==> src/rtl/lsu_pkg.sv <==
// Shared core definitions: widths, opcodes, ALU ops, memory size encodings,
// LSU FSM state and request payload, plus byte-lane helpers.
package lsu_pkg;

  localparam int unsigned DATA_W = 32;
  localparam int unsigned BE_W   = DATA_W / 8;
  localparam int unsigned REG_W  = 5;

  // Major opcodes
  localparam logic [6:0] OPC_LOAD   = 7'b0000011;
  localparam logic [6:0] OPC_STORE  = 7'b0100011;
  localparam logic [6:0] OPC_OP     = 7'b0110011;
  localparam logic [6:0] OPC_OP_IMM = 7'b0010011;

  // ALU operations
  typedef enum logic [3:0] {
    ALU_ADD, ALU_SUB, ALU_SLL, ALU_SLT, ALU_SLTU,
    ALU_XOR, ALU_SRL, ALU_SRA, ALU_OR,  ALU_AND
  } alu_op_e;

  // Memory access size encodings (shared by load and store)
  localparam logic [1:0] MEM_SZ_NONE = 2'b00;
  localparam logic [1:0] MEM_SZ_BYTE = 2'b01;
  localparam logic [1:0] MEM_SZ_HALF = 2'b10;
  localparam logic [1:0] MEM_SZ_WORD = 2'b11;

  // LSU control states
  typedef enum logic [1:0] {
    ST_IDLE = 2'b00,
    ST_REQ  = 2'b01,
    ST_WAIT = 2'b10
  } lsu_state_e;

  // Request fields kept for the response phase
  typedef struct packed {
    logic             is_load;
    logic [1:0]       size;
    logic [1:0]       offset;
    logic             uns;
    logic [REG_W-1:0] rd;
  } lsu_req_t;

  // Byte enables for an access of the given size at the given byte offset
  function automatic logic [BE_W-1:0] lsu_byte_en(input logic [1:0] size,
                                                  input logic [1:0] offset);
    logic [BE_W-1:0] be;
    case (size)
      MEM_SZ_BYTE: be = 4'b0001 << offset;
      MEM_SZ_HALF: be = 4'b0011 << {offset[1], 1'b0};
      default:     be = 4'b1111;
    endcase
    return be;
  endfunction

  // Replicate LSB-justified store data across every lane it may land in
  function automatic logic [DATA_W-1:0] lsu_store_data(input logic [1:0]        size,
                                                       input logic [DATA_W-1:0] wdata);
    logic [DATA_W-1:0] d;
    case (size)
      MEM_SZ_BYTE: d = {4{wdata[7:0]}};
      MEM_SZ_HALF: d = {2{wdata[15:0]}};
      default:     d = wdata;
    endcase
    return d;
  endfunction

endpackage

==> src/rtl/lsu_load_align.sv <==
// Load data alignment: picks the addressed lane and sign/zero extends it.
module lsu_load_align
  import lsu_pkg::*;
(
  input  logic [DATA_W-1:0] rdata_i,
  input  logic [1:0]        size_i,
  input  logic [1:0]        offset_i,
  input  logic              unsigned_i,
  output logic [DATA_W-1:0] data_o
);

  logic [7:0]  lane_b;
  logic [15:0] lane_h;

  // Lane select and extension; word (and none) pass through untouched
  always_comb begin
    lane_b = 8'(rdata_i >> {offset_i, 3'b000});
    lane_h = offset_i[1] ? rdata_i[31:16] : rdata_i[15:0];
    case (size_i)
      MEM_SZ_BYTE: data_o = {{24{~unsigned_i & lane_b[7]}}, lane_b};
      MEM_SZ_HALF: data_o = {{16{~unsigned_i & lane_h[15]}}, lane_h};
      default:     data_o = rdata_i;
    endcase
  end

endmodule

==> src/rtl/lsu.sv <==
// Load/store unit: one outstanding data-bus transaction at a time.
// Optional LSU_MISALIGN_TRAP_EN: misaligned half/word accesses are trapped
// (misaligned_o pulse, no bus access) instead of being forced aligned.
module lsu
  import lsu_pkg::*;
#(
  parameter int unsigned XLEN = 32
) (
  input  logic             clk_i,
  input  logic             rst_ni,
  input  logic             req_valid_i,
  output logic             req_ready_o,
  input  logic [1:0]       mem_read_i,
  input  logic [1:0]       mem_write_i,
  input  logic             unsigned_i,
  input  logic [XLEN-1:0]  addr_i,
  input  logic [XLEN-1:0]  wdata_i,
  input  logic [REG_W-1:0] rd_i,
  output logic             bus_req_o,
  output logic             bus_we_o,
  output logic [XLEN-1:0]  bus_addr_o,
  output logic [BE_W-1:0]  bus_be_o,
  output logic [XLEN-1:0]  bus_wdata_o,
  input  logic             bus_gnt_i,
  input  logic             bus_rvalid_i,
  input  logic [XLEN-1:0]  bus_rdata_i,
  output logic             resp_valid_o,
  output logic [XLEN-1:0]  rdata_o,
  output logic [REG_W-1:0] rd_o,
`ifdef LSU_MISALIGN_TRAP_EN
  output logic             misaligned_o,
`endif
  output logic             stall_o
);

  lsu_state_e        state_q;
  lsu_req_t          req_q;
  logic              is_load;
  logic              op_valid;
  logic [1:0]        size;
  logic              misal;
  logic              req_fire;
  logic [DATA_W-1:0] load_data;

  // Decode the incoming request; a read wins over a simultaneous write
  always_comb begin
    is_load  = (mem_read_i != MEM_SZ_NONE);
    op_valid = is_load || (mem_write_i != MEM_SZ_NONE);
    size     = is_load ? mem_read_i : mem_write_i;
    req_fire = (state_q == ST_IDLE) && req_valid_i && op_valid;
  end

`ifdef LSU_MISALIGN_TRAP_EN
  // Half needs addr[0]=0, word needs addr[1:0]=00
  assign misal = ((size == MEM_SZ_HALF) && addr_i[0]) ||
                 ((size == MEM_SZ_WORD) && (addr_i[1:0] != 2'b00));
`else
  // Misaligned low bits are simply ignored by lane logic
  assign misal = 1'b0;
`endif

  assign req_ready_o = (state_q == ST_IDLE);
  assign stall_o     = (state_q != ST_IDLE) || (req_valid_i && op_valid);

  lsu_load_align u_load_align (
    .rdata_i    (bus_rdata_i),
    .size_i     (req_q.size),
    .offset_i   (req_q.offset),
    .unsigned_i (req_q.uns),
    .data_o     (load_data)
  );

  // Control FSM with registered bus and response outputs
  always_ff @(posedge clk_i) begin
    if (!rst_ni) begin
      state_q      <= ST_IDLE;
      req_q        <= '0;
      bus_req_o    <= 1'b0;
      bus_we_o     <= 1'b0;
      bus_addr_o   <= '0;
      bus_be_o     <= '0;
      bus_wdata_o  <= '0;
      resp_valid_o <= 1'b0;
      rdata_o      <= '0;
      rd_o         <= '0;
`ifdef LSU_MISALIGN_TRAP_EN
      misaligned_o <= 1'b0;
`endif
    end else begin
      resp_valid_o <= 1'b0;
`ifdef LSU_MISALIGN_TRAP_EN
      misaligned_o <= 1'b0;
`endif
      case (state_q)
        ST_IDLE: begin
          if (req_fire) begin
            req_q.is_load <= is_load;
            req_q.size    <= size;
            req_q.offset  <= addr_i[1:0];
            req_q.uns     <= unsigned_i;
            req_q.rd      <= rd_i;
            if (misal) begin
`ifdef LSU_MISALIGN_TRAP_EN
              misaligned_o <= 1'b1;
`endif
            end else begin
              state_q     <= ST_REQ;
              bus_req_o   <= 1'b1;
              bus_we_o    <= ~is_load;
              bus_addr_o  <= {addr_i[XLEN-1:2], 2'b00};
              bus_be_o    <= lsu_byte_en(size, addr_i[1:0]);
              bus_wdata_o <= lsu_store_data(size, wdata_i);
            end
          end
        end
        ST_REQ: begin
          if (bus_gnt_i) begin
            bus_req_o <= 1'b0;
            state_q   <= req_q.is_load ? ST_WAIT : ST_IDLE;
          end
        end
        ST_WAIT: begin
          if (bus_rvalid_i) begin
            rdata_o      <= load_data;
            rd_o         <= req_q.rd;
            resp_valid_o <= 1'b1;
            state_q      <= ST_IDLE;
          end
        end
        default: state_q <= ST_IDLE;
      endcase
    end
  end

endmodule

==> config.mk <==
export PLATFORM = sky130hd
export DESIGN_NAME = lsu
export DESIGN_NICKNAME = d
export VERILOG_FILES = /design/src/rtl/lsu_pkg.sv /design/src/rtl/lsu_load_align.sv /design/src/rtl/lsu.sv
export SDC_FILE = /design/constraint.sdc
export NUM_CORES = 1
export LEC_CHECK = 0
export ABC_AREA = 1
export BUFFER_PORTS_ARGS = -buffer_cell sky130_fd_sc_hd__buf_2
export CAP_MARGIN = 20
export CORE_MARGIN = 2
export CORE_UTILIZATION = 52
export DETAILED_ROUTE_END_ITERATION = 10
export GPL_TIMING_DRIVEN = 0
export MAX_ROUTING_LAYER = met4
export PLACE_DENSITY_LB_ADDON = 0.2
export SYNTH_ARGS = -nofsm -noshare
export SYNTH_HDL_FRONTEND = slang
export SYNTH_SLANG_ARGS = --single-unit
==> constraint.sdc <==
create_clock -name clk_i -period 3.1 [get_ports clk_i]
set_input_delay 0.62 -clock clk_i [delete_from_list [all_inputs] [get_ports clk_i]]
set_output_delay 0.62 -clock clk_i [all_outputs]
set_load 0.02 [all_outputs]
Word level (Yosys, flattened, before mapping)
Cells that the tools add are included.
{"block": "totals", "in_bits": 111, "out_inout_bits": 110, "word_cells": 59, "ff_bits": 119}
{"block": "classes", "bitwise": 4, "n_reduce_logical": 15, "shifts": 3, "n_eq_ne": 9, "mux": 14}
{"op": "$pmux 32 s2", "count": 2}
{"op": "$shr 32x5->8", "count": 1}
{"op": "$mux 16", "count": 1}
{"op": "$mux 2", "count": 5}
{"op": "$pmux 4 s2", "count": 1}
{"op": "$reduce_bool 2->1", "count": 4}
{"op": "$eq 2x1->1 const B", "count": 3}
{"op": "$eq 2x2->1 const B", "count": 3}
{"op": "$pmux 2 s3", "count": 1}
{"op": "$reduce_and 2->1", "count": 3}
{"op": "$reduce_and 3->1", "count": 2}
{"op": "$ne 2x2->1 const B", "count": 2}
{"op": "$shl 1x2->4 const A", "count": 1}
{"op": "$shl 2x2->4 const A", "count": 1}
{"op": "$logic_and 1x1->1", "count": 3}
{"op": "$mux 1", "count": 3}
{"op": "$and 1x1->1", "count": 2}
{"op": "$logic_not 2->1", "count": 1}
{"op": "$logic_or 1x1->1", "count": 2}
{"op": "$ne 2x1->1 const B", "count": 1}
{"op": "$not 1->1", "count": 2}
{"op": "$pmux 1 s2", "count": 1}

Longest topological paths before layout
{"block": "depth", "word_depth": 5, "ltp_mapped": 12, "depth_no_buf": 10}

Hierarchy
A second synthesis with hierarchy kept.
{"block": "unflattened", "cells_unflattened": 754, "area_unflattened_um2": 5298.8}
{"mod": "lsu", "seq_area_each_um2": 2382.3, "area_each_um2": 4585.6, "n_inst": 1, "cells_per_inst": 595}
{"mod": "lsu_load_align", "seq_area_each_um2": 0.0, "area_each_um2": 713.2, "n_inst": 1, "cells_per_inst": 159}

Least setup slack after synthesis
OpenSTA, ideal clock, no wires.
{"block": "synth_timing", "path_type": "in2reg", "startpoint": "input mem_read_i[0]", "endpoint": "register bus_wdata_o[23]", "path_buffers": 3, "required_time_ns": 3.035, "cell_stages": 12, "path_slack_ns": 1.025, "arrival_time_ns": 2.010, "setup_time_ns": 0.065, "path_cell_list": "inv_1 > a21oi_1 > inv_1 > ha_1 > buf_2 > inv_1 > buf_2 > buf_4 > nand3_1 > a21oi_1 > a21oi_1 > nor2_1"}
{"block": "synth_via", "elab_chain_len": 4, "word_cells_on_any_way": 8, "cone_classes": "2 x eq/ne; 2 x mux; 4 x reduce/logical"}
{"item": "start: declaration", "line_no": "lsu.sv:13", "rtl": "input logic [1:0] mem_read_i,"}
{"item": "$reduce_bool 2->1 *", "line_no": "lsu.sv:47", "rtl": "is_load = (mem_read_i != MEM_SZ_NONE);"}
{"item": "$mux 2 *", "line_no": "lsu.sv:49", "rtl": "size = is_load ? mem_read_i : mem_write_i;"}
{"item": "net size[1]", "line_no": "lsu.sv:40", "rtl": "logic [1:0] size;"}
{"item": "$eq 2x2->1 or $eq 2x1->1 (tied branches)", "line_no": "lsu_pkg.sv:59", "rtl": "case (size)"}
{"item": "$pmux 32 s2 *", "line_no": "lsu_pkg.sv:59"}
{"item": "end signal: assignment", "line_no": "lsu.sv:112", "rtl": "bus_wdata_o <= lsu_store_data(size, wdata_i);"}
{"item": "end: declaration", "line_no": "lsu.sv:23", "rtl": "output logic [XLEN-1:0] bus_wdata_o,"}
Mark *: on every way through the listed nets, which the timed path passes. The rest lies on a longest branch.
A chain may end at the register's enable or synchronous reset.

Worst setup path after layout
{"block": "layout_timing", "startpoint": "input mem_read_i[0]", "endpoint": "register bus_wdata_o[22]"}
Same word-level chain as after synthesis.

==> flow_summary.json <==
{
  "status": "finished, final reports clean",
  "drc": 0,
  "drtIter0Drc": 308,
  "std_cell_rows": 37,
  "powerDensity_mw_per_mm2": 599.0,
  "finalHoldViolations": 0,
  "die_h_um": 105.6,
  "post_cts_buffers": 0,
  "initial_core_util_pct": 52.67,
  "port_buffers": 218,
  "ant_nets": 0,
  "synth-seq-cells": 119,
  "gr-usage-all-layers_pct": 29.55,
  "setup_tns_ns": 0,
  "grt_overflow_total": 0,
  "crit_fanout": 10,
  "clk_path_buf_depth": 2,
  "ys_seq_area_share_pct": 44.41,
  "post-place-ws_ns": 0.6029,
  "worstSkewPairLatency_ns": 0.50,
  "maxSlewHeadroom_pct": 63.89,
  "postSynthCellCount": 753,
  "yosys_warnings": 0,
  "first_global_vias": 5392,
  "required_ns": 3.54,
  "period_minus_slack_ns": 2.047,
  "fin_skew_ns": 0.005623,
  "ys_types": 27,
  "rsz0062_at_grt": "false",
  "p_leak_uw": 0.003707,
  "holdCritPathClass": "input port to register",
  "routabilityCongestion": 0.9657,
  "grt_pass1_wl_um": 25590,
  "cp-end-kind": "register",
  "numClockSinks": 119,
  "grt_antenna_before_repair": 0,
  "boundaryPins": 221,
  "finalMaxSlewViolations": 0,
  "drt_first_pass_iters": 7,
  "fmax_mhz": 488.5,
  "hpwl_um": 12130,
  "synth_area_sq_mm": 0.005364,
  "h-tree-depth": 4,
  "dieArea_sq_mm": 0.01114,
  "wirelength_um": 16130,
  "reg2reg_to": "rdata_o[19]",
  "r2r_start": "req_q[8]",
  "reg2reg_depth": 6,
  "cts_inserted_buffers": 17,
  "setup_ws_ns": 1.053,
  "fin_util_pct": 70.43,
  "drive_above_1_share_pct": 29.58,
  "postCtsHoldBufs": 0,
  "fin_crit_sh_pct": 66.04,
  "critPathLaunch": "mem_read_i[0]",
  "fin_nets": 1107,
  "cts-resized-gates": 0,
  "cts_tree": "done",
  "clk_pin_slew_ns": 0.06,
  "dr_total_vias": 5829,
  "ir_drop_v": 0.0004162,
  "die_w_um": 105.6,
  "cts_root_buffer": "clkbuf_8",
  "core-area_sq_mm": 0.01018,
  "worst_slew_pin_slew_ns": 0.5416,
  "r2r_setup_slack_ns": 1.36,
  "antenna_cells": 0,
  "maxCapViolCount": 0,
  "worstPathArrival_ns": 2.49,
  "start_kind": "input port",
  "path_class": "input port to register",
  "cp-endpoint": "bus_wdata_o[22]",
  "wl_per_cell_um": 14.15,
  "vias_per_cell": 5.113,
  "avgSynthCellArea_sq_um": 7.123,
  "area_growth_pct": 33.73,
  "grt_max_degree": 17,
  "finalSetupViolCount": 0
}
## through the flow
step	instances	cell area [sq um]	hold WS [ns]	total power [uW]
after floorplan	754	5368	0.4405	2223
after global placement	1108	6629	0.4460	2491
after detailed placement	1108	6629	0.4527	2503
after CTS	1140	7173	0.3556	4294
after global routing	1140	7173	0.3573	4472
final	1140	7173	0.3682	4297
## how the worst min path moves through the flow
stage | startpoint | endpoint | slack (ns) | depth (start not counted)
after floorplan | req_q[0] | rd_o[0] | 0.44 | 2
after global placement | req_q[3] | rd_o[3] | 0.45 | 2
after detailed placement | req_q[3] | rd_o[3] | 0.45 | 2
after CTS | addr_i[16] | bus_addr_o[16] | 0.36 | 3
after global routing | addr_i[23] | bus_addr_o[23] | 0.36 | 3
final | addr_i[16] | bus_addr_o[16] | 0.37 | 3
## sequential cells by signal, indices dropped and copies added (netlist names)
signal        cells
bus_we_o          1
state_q           2
bus_be_o          4
req_q            11
bus_req_o         1
rd_o              5
resp_valid_o      1
rdata_o          32
bus_addr_o       30
bus_wdata_o      32
## cells in the final DEF, fill, tap and decap left out, types with 10 or more instances in the layout
| master | netlist | final |
|---|---|---|
| clkbuf_16 | 0 | 16 |
| dfxtp_1 | 119 | 119 |
| a21oi_1 | 84 | 84 |
| inv_1 | 48 | 48 |
| nand3_1 | 36 | 36 |
| o21ai_0 | 104 | 104 |
| clkbuf_1 | 24 | 25 |
| nor2_1 | 113 | 113 |
| nand2_1 | 148 | 148 |
| a21oi_2 | 10 | 10 |
| buf_2 | 17 | 235 |
## final cells by class
type,count,area [sq um]
inverters,51,198.9
well taps,136,170.2
repair buffers,218,1091
fillers,931,3012
plain buffers,53,276.5
multi-input cells,531,2510
flip-flops and latches,119,2382
clock buffers,18,417.9
clock inverters,14,126.4
## layer usage
layer  global-route usage [%]  vias to the layer above  routed length, um
li1                         -                     2932                  -
met1                    35.69                     2582               6803
met3                    6.679                       32               1333
met4                    11.00                        0                328
met5                        -                        -                  0
met2                    48.43                      283               7664
## logic make-up (layout without fill, tap and decap cells)
| logic type | Yosys count | count (layout) | synth area share [%] |
|---|---|---|---|
| buffers and inverters | 104 | 354 | 8.864 |
| other | 1 | 2 | 0.06991 |
| AND/OR/NAND/NOR | 309 | 309 | 23.56 |
| flip-flops | 119 | 119 | 44.41 |
| AO/OA/AOI/OAI | 215 | 215 | 21.93 |
| adder cells (fa/ha/maj) | 5 | 5 | 1.166 |
## critical path, cell delays in order
cell and delay (ns):
buf_2 0.10, inv_1 0.04, a21oi_1 0.22, inv_1 0.11, ha_1 0.27, buf_2 0.17
inv_1 0.08, buf_2 0.20, buf_4 0.20, nand3_1 0.09, a21oi_1 0.20, a21oi_1 0.07
nor2_1 0.11
## cells in the mapped netlist
| library cell | instances | share of area, % |
|---|---|---|
| clkbuf_1 | 24 | 1.7 |
| ha_1 | 5 | 1.2 |
| clkinv_1 | 1 | 0.070 |
| o211a_1 | 8 | 1.5 |
| conb_1 | 1 | 0.070 |
| a211oi_1 | 1 | 0.14 |
| a21oi_2 | 10 | 1.6 |
| nand2_1 | 148 | 10 |
| dfxtp_1 | 119 | 44 |
| buf_6 | 6 | 1.3 |
| nor2_2 | 1 | 0.12 |
| inv_1 | 48 | 3.4 |
| inv_2 | 1 | 0.070 |
| nand3_4 | 1 | 0.33 |
| nand2_4 | 3 | 0.63 |
| o21ai_0 | 104 | 9.7 |
| or2_2 | 2 | 0.23 |
| buf_4 | 3 | 0.42 |
| nor2_1 | 113 | 7.9 |
| a21oi_1 | 84 | 7.8 |
| buf_1 | 3 | 0.21 |
| nand3_1 | 36 | 3.4 |
| buf_2 | 17 | 1.6 |
| o21a_1 | 8 | 1.1 |
| inv_8 | 1 | 0.21 |
| nand3b_1 | 2 | 0.28 |
| nand2_2 | 3 | 0.35 |
## power by group
| group | internal, uW | total, uW | switching (uW) |
|---|---|---|---|
| combinational | 285 | 810 | 526 |
| sequential | 1630 | 1670 | 46.7 |
| clock | 1070 | 1810 | 748 |
(Power assumes the default switching activity.)
